===== config.mk =====
export PLATFORM = sky130hd
export DESIGN_NAME = lcd_cmd_sequencer_flat
export DESIGN_NICKNAME = d
export VERILOG_FILES = /design/src/rtl/lcd_pkg.sv /design/src/rtl/lcd_cmd_sequencer_if.sv /design/src/rtl/lcd_delay_timer.sv /design/src/rtl/lcd_cmd_sequencer.sv /design/src/flat_wrapper.sv
export SDC_FILE = /design/constraint.sdc
export NUM_CORES = 1
export LEC_CHECK = 0
export CORE_UTILIZATION = 55
export CTS_BUF_LIST = sky130_fd_sc_hd__clkbuf_16
export CTS_CLUSTER_DIAMETER = 30
export DETAILED_ROUTE_END_ITERATION = 6
export HOLD_SLACK_MARGIN = 0.1
export PLACE_DENSITY_LB_ADDON = 0.15
export RECOVER_POWER = 25
export SLEW_MARGIN = 10
export SYNTH_ARGS = -nofsm -noshare
export SYNTH_HDL_FRONTEND = slang
export SYNTH_HIERARCHICAL = 1
export SYNTH_SLANG_ARGS = --single-unit
export TNS_END_PERCENT = 1

===== constraint.sdc =====
create_clock -name clk -period 5.1 [get_ports clk]
set_input_delay 0.51 -clock clk [delete_from_list [all_inputs] [get_ports clk]]
set_output_delay 0.51 -clock clk [all_outputs]
set_load 0.01 [all_outputs]

===== src/rtl/lcd_pkg.sv =====
// rtl/lcd_pkg.sv - shared types, state codes and panel command bytes for the LCD sequencer
package lcd_pkg;

  typedef enum logic {OP_INIT = 1'b0, OP_CELL = 1'b1} op_e;

  typedef logic [15:0] rgb565_t;

  typedef logic [2:0] state_t;
  localparam state_t ST_IDLE   = 3'd0;
  localparam state_t ST_CMD    = 3'd1;
  localparam state_t ST_ARG    = 3'd2;
  localparam state_t ST_WAIT   = 3'd3;
  localparam state_t ST_PIXEL  = 3'd4;
  localparam state_t ST_FINISH = 3'd5;

  localparam logic [7:0] CMD_SWRESET = 8'h01;
  localparam logic [7:0] CMD_SLPOUT  = 8'h11;
  localparam logic [7:0] CMD_COLMOD  = 8'h3A;
  localparam logic [7:0] COLMOD_565  = 8'h55;
  localparam logic [7:0] CMD_DISPON  = 8'h29;
  localparam logic [7:0] CMD_CASET   = 8'h2A;
  localparam logic [7:0] CMD_RASET   = 8'h2B;
  localparam logic [7:0] CMD_RAMWR   = 8'h2C;

  // Command byte for step idx of the given operation.
  function automatic logic [7:0] cmd_byte(op_e op, logic [1:0] idx);
    logic [7:0] b;
    if (op == OP_INIT) begin
      case (idx)
        2'd0:    b = CMD_SWRESET;
        2'd1:    b = CMD_SLPOUT;
        2'd2:    b = CMD_COLMOD;
        default: b = CMD_DISPON;
      endcase
    end else begin
      case (idx)
        2'd0:    b = CMD_CASET;
        2'd1:    b = CMD_RASET;
        default: b = CMD_RAMWR;
      endcase
    end
    return b;
  endfunction

endpackage


===== src/rtl/lcd_cmd_sequencer_if.sv =====
// rtl/lcd_cmd_sequencer_if.sv - request and byte-stream bundle of the LCD sequencer
// master: sequencer side (drives req_ready, out_*, busy, done)
// slave : requester / bus-driver side (drives req_*, cell_*, obj_code, out_ready)
interface lcd_cmd_sequencer_if #(parameter int GRID_W = 4);
  logic              req_valid;
  logic              req_ready;
  logic              req_op;
  logic [GRID_W-1:0] cell_x;
  logic [GRID_W-1:0] cell_y;
  logic [2:0]        obj_code;
  logic              out_valid;
  logic              out_ready;
  logic [7:0]        out_data;
  logic              out_dcx;
  logic              busy;
  logic              done;

  modport master (
    input  req_valid, req_op, cell_x, cell_y, obj_code, out_ready,
    output req_ready, out_valid, out_data, out_dcx, busy, done
  );

  modport slave (
    output req_valid, req_op, cell_x, cell_y, obj_code, out_ready,
    input  req_ready, out_valid, out_data, out_dcx, busy, done
  );
endinterface


===== src/rtl/lcd_delay_timer.sv =====
// rtl/lcd_delay_timer.sv - loadable down-counter timing the post-command waits
// clk, rst : clock, asynchronous active-high reset
// start    : load the delay (counting begins next cycle)
// expired  : counter is at zero
module lcd_delay_timer #(
  parameter int DELAY_CYC = 50000,
  parameter int DELAY_W   = 17
) (
  input  logic clk,
  input  logic rst,
  input  logic start,
  output logic expired
);

  logic [DELAY_W-1:0] cnt_q, cnt_d;

  // Loading DELAY_CYC-1 makes expired rise on the DELAY_CYC-th cycle after start.
  always_comb begin
    cnt_d = cnt_q;
    if (start)
      cnt_d = DELAY_W'(DELAY_CYC - 1);
    else if (cnt_q != '0)
      cnt_d = cnt_q - DELAY_W'(1);
  end

  always_ff @(posedge clk or posedge rst) begin
    if (rst) cnt_q <= '0;
    else     cnt_q <= cnt_d;
  end

  assign expired = (cnt_q == '0);

endmodule


===== src/rtl/lcd_cmd_sequencer.sv =====
// rtl/lcd_cmd_sequencer.sv - emits panel init or grid-cell fill byte streams tagged with D/CX
// clk, rst : clock, asynchronous active-high reset
// bus      : request handshake (req_*, cell_x/y, obj_code), byte stream (out_*), busy, done
module lcd_cmd_sequencer
  import lcd_pkg::*;
#(
  parameter int CELL_W    = 20,
  parameter int CELL_H    = 20,
  parameter int GRID_W    = 4,
  parameter int DELAY_CYC = 50000,
  parameter int DELAY_W   = 17,
  parameter rgb565_t [0:7] PALETTE = {16'hFFFF, 16'h901E, 16'h6815, 16'hF800,
                                      16'h0814, 16'hFFFF, 16'hFFFF, 16'hFFFF}
) (
  input  logic clk,
  input  logic rst,
  lcd_cmd_sequencer_if.master bus
);

  localparam int PIX_TOTAL = 2 * CELL_W * CELL_H;
  localparam int PIX_W     = $clog2(PIX_TOTAL + 1);

  state_t            state_q, state_d;
  op_e               op_q, op_d;
  logic [GRID_W-1:0] cell_x_q, cell_x_d, cell_y_q, cell_y_d;
  rgb565_t           colour_q, colour_d;
  logic [1:0]        seq_idx_q, seq_idx_d;
  logic [1:0]        arg_idx_q, arg_idx_d;
  logic [PIX_W-1:0]  pix_cnt_q, pix_cnt_d;

  logic        req_ready, out_valid, out_dcx, fire;
  logic        timer_start, timer_expired;
  logic [7:0]  out_data;
  logic [15:0] sc, ec, sp, ep;
  logic [31:0] coord, coord_sh;

  lcd_delay_timer #(.DELAY_CYC(DELAY_CYC), .DELAY_W(DELAY_W)) u_timer (
    .clk     (clk),
    .rst     (rst),
    .start   (timer_start),
    .expired (timer_expired)
  );

  assign req_ready = (state_q == ST_IDLE) && !rst;
  assign out_valid = (state_q == ST_CMD) || (state_q == ST_ARG) || (state_q == ST_PIXEL);
  assign out_dcx   = (state_q == ST_ARG) || (state_q == ST_PIXEL);
  assign fire      = out_valid && bus.out_ready;

  // Window coordinates are derived from the latched indices, so the byte on
  // the bus depends only on registered state and stays put while stalled.
  always_comb begin
    sc       = 16'(32'(cell_x_q) * 32'(CELL_W));
    ec       = sc + 16'(CELL_W - 1);
    sp       = 16'(32'(cell_y_q) * 32'(CELL_H));
    ep       = sp + 16'(CELL_H - 1);
    coord    = (seq_idx_q == 2'd0) ? {sc, ec} : {sp, ep};
    coord_sh = coord << {arg_idx_q, 3'b000};
    case (state_q)
      ST_CMD:   out_data = cmd_byte(op_q, seq_idx_q);
      ST_ARG:   out_data = (op_q == OP_INIT) ? COLMOD_565 : coord_sh[31:24];
      ST_PIXEL: out_data = pix_cnt_q[0] ? colour_q[7:0] : colour_q[15:8];
      default:  out_data = 8'h00;
    endcase
  end

  always_comb begin
    state_d     = state_q;
    op_d        = op_q;
    cell_x_d    = cell_x_q;
    cell_y_d    = cell_y_q;
    colour_d    = colour_q;
    seq_idx_d   = seq_idx_q;
    arg_idx_d   = arg_idx_q;
    pix_cnt_d   = pix_cnt_q;
    timer_start = 1'b0;
    case (state_q)
      ST_IDLE: begin
        if (bus.req_valid && req_ready) begin
          op_d      = op_e'(bus.req_op);
          cell_x_d  = bus.cell_x;
          cell_y_d  = bus.cell_y;
          colour_d  = PALETTE[bus.obj_code];
          seq_idx_d = 2'd0;
          arg_idx_d = 2'd0;
          state_d   = ST_CMD;
        end
      end
      ST_CMD: begin
        if (fire) begin
          arg_idx_d = 2'd0;
          if (op_q == OP_INIT) begin
            // SWRESET and SLPOUT are followed by a settle delay.
            if (seq_idx_q < 2'd2) begin
              state_d     = ST_WAIT;
              timer_start = 1'b1;
            end else if (seq_idx_q == 2'd2) begin
              state_d = ST_ARG;
            end else begin
              state_d = ST_FINISH;
            end
          end else begin
            state_d = (seq_idx_q == 2'd2) ? ST_PIXEL : ST_ARG;
          end
        end
      end
      ST_ARG: begin
        if (fire) begin
          // COLMOD has one argument; CASET/RASET have four.
          if (op_q == OP_INIT || arg_idx_q == 2'd3) begin
            seq_idx_d = seq_idx_q + 2'd1;
            state_d   = ST_CMD;
          end else begin
            arg_idx_d = arg_idx_q + 2'd1;
          end
        end
      end
      ST_WAIT: begin
        if (timer_expired) begin
          seq_idx_d = seq_idx_q + 2'd1;
          state_d   = ST_CMD;
        end
      end
      ST_PIXEL: begin
        if (fire) begin
          pix_cnt_d = pix_cnt_q + PIX_W'(1);
          if (pix_cnt_q == PIX_W'(PIX_TOTAL - 1)) state_d = ST_FINISH;
        end
      end
      ST_FINISH: begin
        state_d   = ST_IDLE;
        seq_idx_d = 2'd0;
        arg_idx_d = 2'd0;
        pix_cnt_d = '0;
      end
      default: state_d = ST_IDLE;
    endcase
  end

  always_ff @(posedge clk or posedge rst) begin
    if (rst) begin
      state_q   <= ST_IDLE;
      op_q      <= OP_INIT;
      cell_x_q  <= '0;
      cell_y_q  <= '0;
      colour_q  <= '0;
      seq_idx_q <= '0;
      arg_idx_q <= '0;
      pix_cnt_q <= '0;
    end else begin
      state_q   <= state_d;
      op_q      <= op_d;
      cell_x_q  <= cell_x_d;
      cell_y_q  <= cell_y_d;
      colour_q  <= colour_d;
      seq_idx_q <= seq_idx_d;
      arg_idx_q <= arg_idx_d;
      pix_cnt_q <= pix_cnt_d;
    end
  end

  assign bus.req_ready = req_ready;
  assign bus.out_valid = out_valid;
  assign bus.out_data  = out_data;
  assign bus.out_dcx   = out_dcx;
  assign bus.busy      = (state_q != ST_IDLE);
  assign bus.done      = (state_q == ST_FINISH);

endmodule

===== src/flat_wrapper.sv =====
// flat-port wrapper written by rule: the top's interface ports become plain ports
module lcd_cmd_sequencer_flat import lcd_pkg::*;
#(
  parameter int CELL_W    = 20,
  parameter int CELL_H    = 20,
  parameter int GRID_W    = 4,
  parameter int DELAY_CYC = 50000,
  parameter int DELAY_W   = 17,
  parameter rgb565_t [0:7] PALETTE = {16'hFFFF, 16'h901E, 16'h6815, 16'hF800,
                                      16'h0814, 16'hFFFF, 16'hFFFF, 16'hFFFF}
)
  (clk, rst, bus_req_valid, bus_req_op, bus_cell_x, bus_cell_y, bus_obj_code, bus_out_ready, bus_req_ready, bus_out_valid, bus_out_data, bus_out_dcx, bus_busy, bus_done);
  lcd_cmd_sequencer_if #(.GRID_W(GRID_W)) bus_i ();
  input  logic clk;
  input  logic rst;
  input wire logic [$bits(bus_i.req_valid)-1:0] bus_req_valid;
  input wire logic [$bits(bus_i.req_op)-1:0] bus_req_op;
  input wire logic [$bits(bus_i.cell_x)-1:0] bus_cell_x;
  input wire logic [$bits(bus_i.cell_y)-1:0] bus_cell_y;
  input wire logic [$bits(bus_i.obj_code)-1:0] bus_obj_code;
  input wire logic [$bits(bus_i.out_ready)-1:0] bus_out_ready;
  output wire logic [$bits(bus_i.req_ready)-1:0] bus_req_ready;
  output wire logic [$bits(bus_i.out_valid)-1:0] bus_out_valid;
  output wire logic [$bits(bus_i.out_data)-1:0] bus_out_data;
  output wire logic [$bits(bus_i.out_dcx)-1:0] bus_out_dcx;
  output wire logic [$bits(bus_i.busy)-1:0] bus_busy;
  output wire logic [$bits(bus_i.done)-1:0] bus_done;
  assign bus_i.req_valid = bus_req_valid;
  assign bus_i.req_op = bus_req_op;
  assign bus_i.cell_x = bus_cell_x;
  assign bus_i.cell_y = bus_cell_y;
  assign bus_i.obj_code = bus_obj_code;
  assign bus_i.out_ready = bus_out_ready;
  assign bus_req_ready = bus_i.req_ready;
  assign bus_out_valid = bus_i.out_valid;
  assign bus_out_data = bus_i.out_data;
  assign bus_out_dcx = bus_i.out_dcx;
  assign bus_busy = bus_i.busy;
  assign bus_done = bus_i.done;
  lcd_cmd_sequencer #(.CELL_W(CELL_W), .CELL_H(CELL_H), .GRID_W(GRID_W), .DELAY_CYC(DELAY_CYC), .DELAY_W(DELAY_W), .PALETTE(PALETTE)) u_core (.clk(clk), .rst(rst), .bus(bus_i));
endmodule

## After elaboration in Yosys (flattened, before gate mapping)

Memories as Yosys holds them, arrays and structs flattened. A register that Yosys moved wholly into a read port is not among the register bits.
Index checks and enable logic that the tools add are counted.

- Register bits after elaboration: 43
- Bits in latches: 0
- Bits in writable memories: 0
- Bits in read-only memories: 128
- Output and inout port bits: 13
- Word-level logic and storage cells: 96
- Memories kept: 1

- Add/sub/neg operators: 6
- $mul: 2
- Div/mod/pow operators: 0
- Magnitude comparators: 1
- Equal/unequal tests: 17
- Shift-type cells: 1
- Mux-type cells: 36
- Bitwise operators: 2
- Reduce and logical (&&, ||, !) cells: 22

Memories:

| memory | depth | bits a word | rd ports | clocked after Yosys merged registers in | write ports | line | RTL |
|---|---|---|---|---|---|---|---|
| (name not given) | 8 | 16 | 1 | 1 | 0 | lcd_cmd_sequencer.sv:82 | `colour_d = PALETTE[bus.obj_code];` |

Operator list:

| operator | count |
|---|---|
| 17-bit 2-to-1 mux | 2 |
| 3-bit 2-to-1 mux | 11 |
| 32-bit by 5-bit << shifter with 32-bit output | 1 |
| 25-bit 2-to-1 mux | 1 |
| 8-bit 2-to-1 mux | 3 |
| 8-bit case mux with 3 select lines | 1 |
| 9-bit by 5-bit adder with 10-bit output, second input constant | 2 |
| 10-bit case mux with 2 select lines | 1 |
| 6-bit case mux with 3 select lines | 1 |
| 17-bit logical NOT | 1 |
| 17-bit nonzero test | 1 |
| 17-bit by 1-bit subtractor with 17-bit output, second input constant | 1 |
| 2-bit case mux with 4 select lines | 2 |
| 3-bit case mux with 5 select lines | 1 |
| 4-bit by 3-bit multiplier with 7-bit output, second input constant | 2 |
| 2-bit 2-to-1 mux | 7 |
| 10-bit by 1-bit adder with 10-bit output, second input constant | 1 |
| 10-bit equality test, second input constant | 1 |
| 10-bit 2-to-1 mux | 1 |
| 5-bit AND reduction | 2 |
| 2-bit by 1-bit inequality test with 1-bit output, second input constant | 4 |
| 2-bit inequality test, second input constant | 4 |
| 4-bit nonzero test | 2 |
| 7-bit AND reduction | 1 |
| 19 further kinds | 33 |

## Longest topological paths before layout

- Depth in word-level cells: 7
- Gate-level depth with buffers: 11
- Depth with buffers taken out: 10

## Cells and area by module

The synthesis kept the hierarchy.

Modules (own cells, without submodules):

| module | instances | cells an instance | area each (um^2) | seq. area each (um^2) |
|---|---|---|---|---|
| lcd_cmd_sequencer | 1 | 257 | 2404.8 | 825.8 |
| lcd_delay_timer | 1 | 103 | 969.7 | 425.4 |

## Worst setup path after synthesis

No wires, ideal clock.

- Kind: register -> output
- From: register u_core.cell_x_q[3]
- To: output bus_out_data[1]
- Arrival: 2.251 ns
- Setup slack: 2.339 ns
- Cell stages (with the launch flop): 9
- Buffers on the path: 0
- Cells stage by stage: dfrtp_1 > ha_1 > ha_1 > fa_1 > mux2i_1 > nor3_1 > a31oi_1 > or4_1 > o221ai_1

- Longest elaborated chain between the ends: 6

Ends and longest elaborated chain:

| what | line | RTL |
|---|---|---|
| start, declared | lcd_cmd_sequencer.sv:25 | `logic [GRID_W-1:0] cell_x_q, cell_x_d, cell_y_q, cell_y_d;` |
| start signal, assigned | lcd_cmd_sequencer.sv:152 | `cell_x_q <= cell_x_d;` |
| 4-bit by 3-bit multiplier with 7-bit output | lcd_cmd_sequencer.sv:52 | `sc = 16'(32'(cell_x_q) * 32'(CELL_W));` |
| 9-bit by 5-bit adder with 10-bit output | lcd_cmd_sequencer.sv:53 | `ec = sc + 16'(CELL_W - 1);` |
| 25-bit 2-to-1 mux | lcd_cmd_sequencer.sv:56 | `coord = (seq_idx_q == 2'd0) ? {sc, ec} : {sp, ep};` |
| 32-bit by 5-bit << shifter with 32-bit output | lcd_cmd_sequencer.sv:57 | `coord_sh = coord << {arg_idx_q, 3'b000};` |
| 8-bit 2-to-1 mux | lcd_cmd_sequencer.sv:60 | `ST_ARG: out_data = (op_q == OP_INIT) ? COLMOD_565 : coord_sh[31:24];` |
| 8-bit case mux with 3 select lines | lcd_cmd_sequencer.sv:58 | `case (state_q)` |
| end, declared | flat_wrapper.sv:24 | `output wire logic [$bits(bus_i.out_data)-1:0] bus_out_data;` |

No other way between the ends.

## Final worst setup path

- From: register u_core.cell_y_q[3]
- To: output bus_out_data[1]

- Longest elaborated chain between the ends: 6

Ends and longest elaborated chain:

| what | line | RTL |
|---|---|---|
| start, declared | lcd_cmd_sequencer.sv:25 |  |
| start signal, assigned | lcd_cmd_sequencer.sv:153 | `cell_y_q <= cell_y_d;` |
| 4-bit by 3-bit multiplier with 7-bit output | lcd_cmd_sequencer.sv:54 | `sp = 16'(32'(cell_y_q) * 32'(CELL_H));` |
| 9-bit by 5-bit adder with 10-bit output | lcd_cmd_sequencer.sv:55 | `ep = sp + 16'(CELL_H - 1);` |
| 25-bit 2-to-1 mux | lcd_cmd_sequencer.sv:56 |  |
| 32-bit by 5-bit << shifter with 32-bit output | lcd_cmd_sequencer.sv:57 |  |
| 8-bit 2-to-1 mux | lcd_cmd_sequencer.sv:60 |  |
| 8-bit case mux with 3 select lines | lcd_cmd_sequencer.sv:58 |  |

No other way between the ends.

==> tab_implementation.tex <==
\begin{tabular}{lr}
\hline
Metric & Value \\
\hline
\multicolumn{2}{l}{\textbf{Status}} \\
Outcome & finished clean \\
\multicolumn{2}{l}{\textbf{GRT}} \\
Via count of the first global-routing pass & 2438 \\
Overall fraction of global-route tracks in use & 0.231 \\
Global routing usage on met3 & 0.0398 \\
Met2 demand-to-capacity share in global routing & 0.374 \\
Initial antenna violation count & 0 \\
Largest net degree at the start of global routing & 30 \\
Global-route wire length before repair & 11400 µm \\
Total global routing overflow & 0 \\
Met1 usage in global routing & 0.314 \\
Most heavily used metal layer in global routing & met2 \\
\multicolumn{2}{l}{\textbf{Cells and area}} \\
Ratio of cells with drive above 1 in the final layout & 0.0976 \\
FILL cells & 487 \\
Layout overhead on the synthesized area & 13.5\% \\
Net count, final & 415 \\
N\_diodes & 0 \\
Area occupied by multi-input gates & 0.00199 mm² \\
Non-filler instance count after layout & 454 \\
Area occupied by registers & 0.00125 mm² \\
Post-Route Utilization & 0.647 \\
\multicolumn{2}{l}{\textbf{Floorplanning}} \\
I/O pin count & 29 \\
Area of the die & 0.00645 mm² \\
Starting Density & 0.570 \\
Vertical die dimension & 80.3 µm \\
Die outline width & 80.3 µm \\
Number of rows in the core area & 28 \\
CORE AREA & 0.00592 mm² \\
\multicolumn{2}{l}{\textbf{Worst setup path}} \\
Data required time of the worst path & 4.59 ns \\
Crit path kind & reg -> out \\
Critical Path End Type & output pin \\
Largest fanout of any net on the critical path & 4 \\
Category of the worst setup path launch point & register \\
Arrival time of data at the critical path endpoint & 3.34 ns \\
\multicolumn{2}{l}{\textbf{Logic synthesis}} \\
Most frequent cells after synthesis & 50 x sky130\_fd\_sc\_hd\_\_dfrtp\_1, 32 x sky130\_fd\_sc\_hd\_\_nor2\_1, 23 x sky130\_fd\_sc\_hd\_\_a21oi\_1, 23 x sky130\_fd\_sc\_hd\_\_nand2\_1, 23 x sky130\_fd\_sc\_hd\_\_o21ai\_0 \\
Main synth FF type & sky130\_fd\_sc\_hd\_\_dfrtp\_1 \\
Async set or reset register ratio after synthesis & 1.00 \\
Avg Synthesized Cell Area & 9.37 µm² \\
YS warnings & 6 \\
Synth Register Bits & 50 \\
Cells after Synth & 360 \\
Proportion of netlist area held by the largest area contributor & 0.371 \\
Mapped Area & 0.00337 mm² \\
Dominant cells by area after synthesis & sky130\_fd\_sc\_hd\_\_dfrtp\_1 37\%, sky130\_fd\_sc\_hd\_\_ha\_1 6.7\%, sky130\_fd\_sc\_hd\_\_mux2i\_1 3.9\%, sky130\_fd\_sc\_hd\_\_mux2\_2 3.7\%, sky130\_fd\_sc\_hd\_\_nor2\_1 3.6\% \\
Unique masters post-synth & 58 \\
Total nets after synthesis & 396 \\
Leading area contributor after synthesis & sky130\_fd\_sc\_hd\_\_dfrtp\_1 \\
Proportion of synthesized chip area in sequential cells & 0.371 \\
Most common cell in the netlist & sky130\_fd\_sc\_hd\_\_dfrtp\_1 \\
Number of synthesized flops with an enable pin & 0 \\
\multicolumn{2}{l}{\textbf{CTS}} \\
Hold-fix buffers at CTS & 0 \\
Clock-pin slew on the worst setup and hold paths & 0.06 ns \\
Clock Sink Count & 50 \\
H-tree levels & 2 \\
Number of gates resized after CTS & 0 \\
Clock tree from TritonCTS & done \\
Clock insertion delay at the later pin of the skew report & 0.28 ns \\
Number of buffers inserted during clock tree synthesis & 5 \\
Post-CTS Setup Inserts & 0 \\
Clock tree root driver cell & sky130\_fd\_sc\_hd\_\_clkbuf\_16 \\
Buffer levels on the longest clock path & 2 \\
\multicolumn{2}{l}{\textbf{Min path}} \\
Class of the tightest hold or removal check & reg -> reg \\
\multicolumn{2}{l}{\textbf{STA}} \\
Final setup slack of the worst path & 1.25 ns \\
Maximum clock frequency & 260 MHz \\
Number of slew-limit violations in the final report & 0 \\
Number of failing setup endpoints in the final timing report & 0 \\
Ratio of final minimum period to clock period & 0.755 \\
Rel. slew slack & 0.381 \\
Unrepaired setup endpoints after global routing & false \\
Slew at the pin closest to its max-slew limit & 0.928 ns \\
Clock skew after layout & 0.00312 ns \\
Final sum of negative setup slack & 0 ns \\
Number of hold-slack violations in the final timing report & 0 \\
Final min period & 3.85 ns \\
\multicolumn{2}{l}{\textbf{Detailed routing}} \\
Drt wl/cell & 15.0 µm \\
Initial detailed-routing violation count & 138 \\
DRC errors left & 0 \\
Wire length after detailed routing & 6810 µm \\
Drt first pass iters & 4 \\
DRT antenna net count & 0 \\
Vias & 2610 \\
Vias/cell & 5.75 \\
\multicolumn{2}{l}{\textbf{Power}} \\
Sw power & 0.249 mW \\
Cell-internal power & 0.737 mW \\
Sequential share of power & 0.473 \\
Part of the power in the clock network & 0.369 \\
Combinational cell fraction of total power & 0.159 \\
Worst vdd ir & 229 µV \\
Static leakage & 1.66 nW \\
Power Density & 258 mW/mm² \\
Sw Share & 0.253 \\
\multicolumn{2}{l}{\textbf{Place}} \\
IO Port Bufs & 28 \\
Post-DP HPWL & 5000 µm \\
Number of placed instances with taps included & 447 \\
Gpl congestion & 0.912 \\
Dpl ws & 1.61 ns \\
\multicolumn{2}{l}{\textbf{Run}} \\
Number of max-capacitance violations reported & 0 \\
\hline
\end{tabular}
[per-layer routing]
metal,up-vias,part of all wire
met1,1256,0.49
met4,0,0.013
met5,-,0
li1,1318,-
met3,7,0.030
met2,29,0.47
[worst paths after layout]
path                                startpoint                  endpoint  slack [ns]  cells after the start
setup / recovery            u_core/cell_y_q[3]           bus_out_data[1]        1.25                      9
hold / removal             u_core/colour_q[14]       u_core/colour_q[14]        0.48                      2
setup reg to reg             u_core/state_q[0]   u_core/u_timer/cnt_q[3]        2.50                      5
hold reg to reg            u_core/colour_q[14]       u_core/colour_q[14]        0.48                      2
max in group asynchronous                  rst       u_core/pix_cnt_q[4]        3.58                      3
min in group asynchronous                  rst  u_core/u_timer/cnt_q[11]        0.80                      2
[cell type report]
type / instances / share of cell area
inverters: 12 / 0.0118
well taps: 75 / 0.0245
clock inverters: 2 / 0.00882
repair buffers: 29 / 0.0752
clock buffers: 5 / 0.0327
multi-input cells: 281 / 0.520
flip-flops and latches: 50 / 0.327
[worst max-delay path: stages, from the launching register on]
cell	delay [ns]
sky130_fd_sc_hd__dfrtp_1	0.42
sky130_fd_sc_hd__ha_1	0.30
sky130_fd_sc_hd__ha_1	0.23
sky130_fd_sc_hd__fa_1	0.49
sky130_fd_sc_hd__mux2i_1	0.12
sky130_fd_sc_hd__nor3_1	0.26
sky130_fd_sc_hd__a31oi_1	0.14
sky130_fd_sc_hd__or4_1	0.43
sky130_fd_sc_hd__o221ai_1	0.09
sky130_fd_sc_hd__clkdlybuf4s50_1	0.56
[power groups by stage]
stage	Sequential (mW)	Combinational, mW	Clock, mW
6_report	0.466	0.157	0.364
3_5_place_dp	0.473	0.157	0
4_1_cts	0.466	0.159	0.375
3_3_place_gp	0.471	0.155	0
5_1_grt	0.471	0.176	0.391
2_1_floorplan	0.455	0.113	0
[cells by family after synthesis]
group,count (synthesis),share of synthesized area
AND/OR/NAND/NOR,141,0.238
multiplexers,30,0.102
XOR/XNOR,15,0.0389
AO/OA/AOI/OAI,75,0.133
buffers and inverters,29,0.0389
flip-flops,50,0.371
adder cells (fa/ha/maj),20,0.0786
[per-stage QoR]
step / hold WS (ns) / power (mW) / area, µm²
6_report: 0.481 / 0.987 / 3830
3_3_place_gp: 0.461 / 0.627 / 3670
2_1_floorplan: 0.436 / 0.568 / 3370
3_5_place_dp: 0.468 / 0.630 / 3670
5_1_grt: 0.509 / 1.04 / 3830
4_1_cts: 0.485 / 1.00 / 3830
[cells in the final DEF, fill, tap and decap left out, types with 3 or more instances in the layout]
| master | n |
|---|---|
| sky130_fd_sc_hd__dfrtp_1 | 50 |
| sky130_fd_sc_hd__nor2_1 | 32 |
| sky130_fd_sc_hd__clkdlybuf4s50_1 | 27 |
| sky130_fd_sc_hd__nand2_1 | 23 |
| sky130_fd_sc_hd__o21ai_0 | 23 |
| sky130_fd_sc_hd__a21oi_1 | 23 |
| sky130_fd_sc_hd__ha_1 | 18 |
| sky130_fd_sc_hd__nor2b_1 | 16 |
| sky130_fd_sc_hd__nor3_1 | 14 |
| sky130_fd_sc_hd__mux2i_1 | 13 |
| sky130_fd_sc_hd__inv_1 | 12 |
| sky130_fd_sc_hd__xnor2_1 | 11 |
| sky130_fd_sc_hd__mux2_2 | 11 |
| sky130_fd_sc_hd__nand3_1 | 6 |
| sky130_fd_sc_hd__or3_1 | 6 |
| sky130_fd_sc_hd__mux2_4 | 6 |
| sky130_fd_sc_hd__clkbuf_16 | 5 |
| sky130_fd_sc_hd__nand2b_1 | 5 |
| sky130_fd_sc_hd__nand4_1 | 4 |
| sky130_fd_sc_hd__xor2_1 | 4 |
| sky130_fd_sc_hd__nand3b_1 | 4 |
| sky130_fd_sc_hd__o31ai_1 | 4 |
| sky130_fd_sc_hd__or4_1 | 4 |
| sky130_fd_sc_hd__and2_1 | 3 |
| sky130_fd_sc_hd__o211ai_1 | 3 |
| sky130_fd_sc_hd__a21o_1 | 3 |
| sky130_fd_sc_hd__a211oi_1 | 3 |
| sky130_fd_sc_hd__nor3b_1 | 3 |
| sky130_fd_sc_hd__or2_2 | 3 |
| sky130_fd_sc_hd__o22ai_1 | 3 |
| sky130_fd_sc_hd__a31oi_1 | 3 |
| sky130_fd_sc_hd__nor4_1 | 3 |
[state kept, by name, indices dropped and copies added (netlist names), 2 cells and up]
register              flops
u_core/seq_idx_q          2
u_core/cell_y_q           4
u_core/pix_cnt_q         10
u_core/colour_q           7
u_core/arg_idx_q          2
u_core/u_timer/cnt_q     17
u_core/cell_x_q           4
u_core/state_q            3
Note: power is estimated with default switching activity, not from simulation.
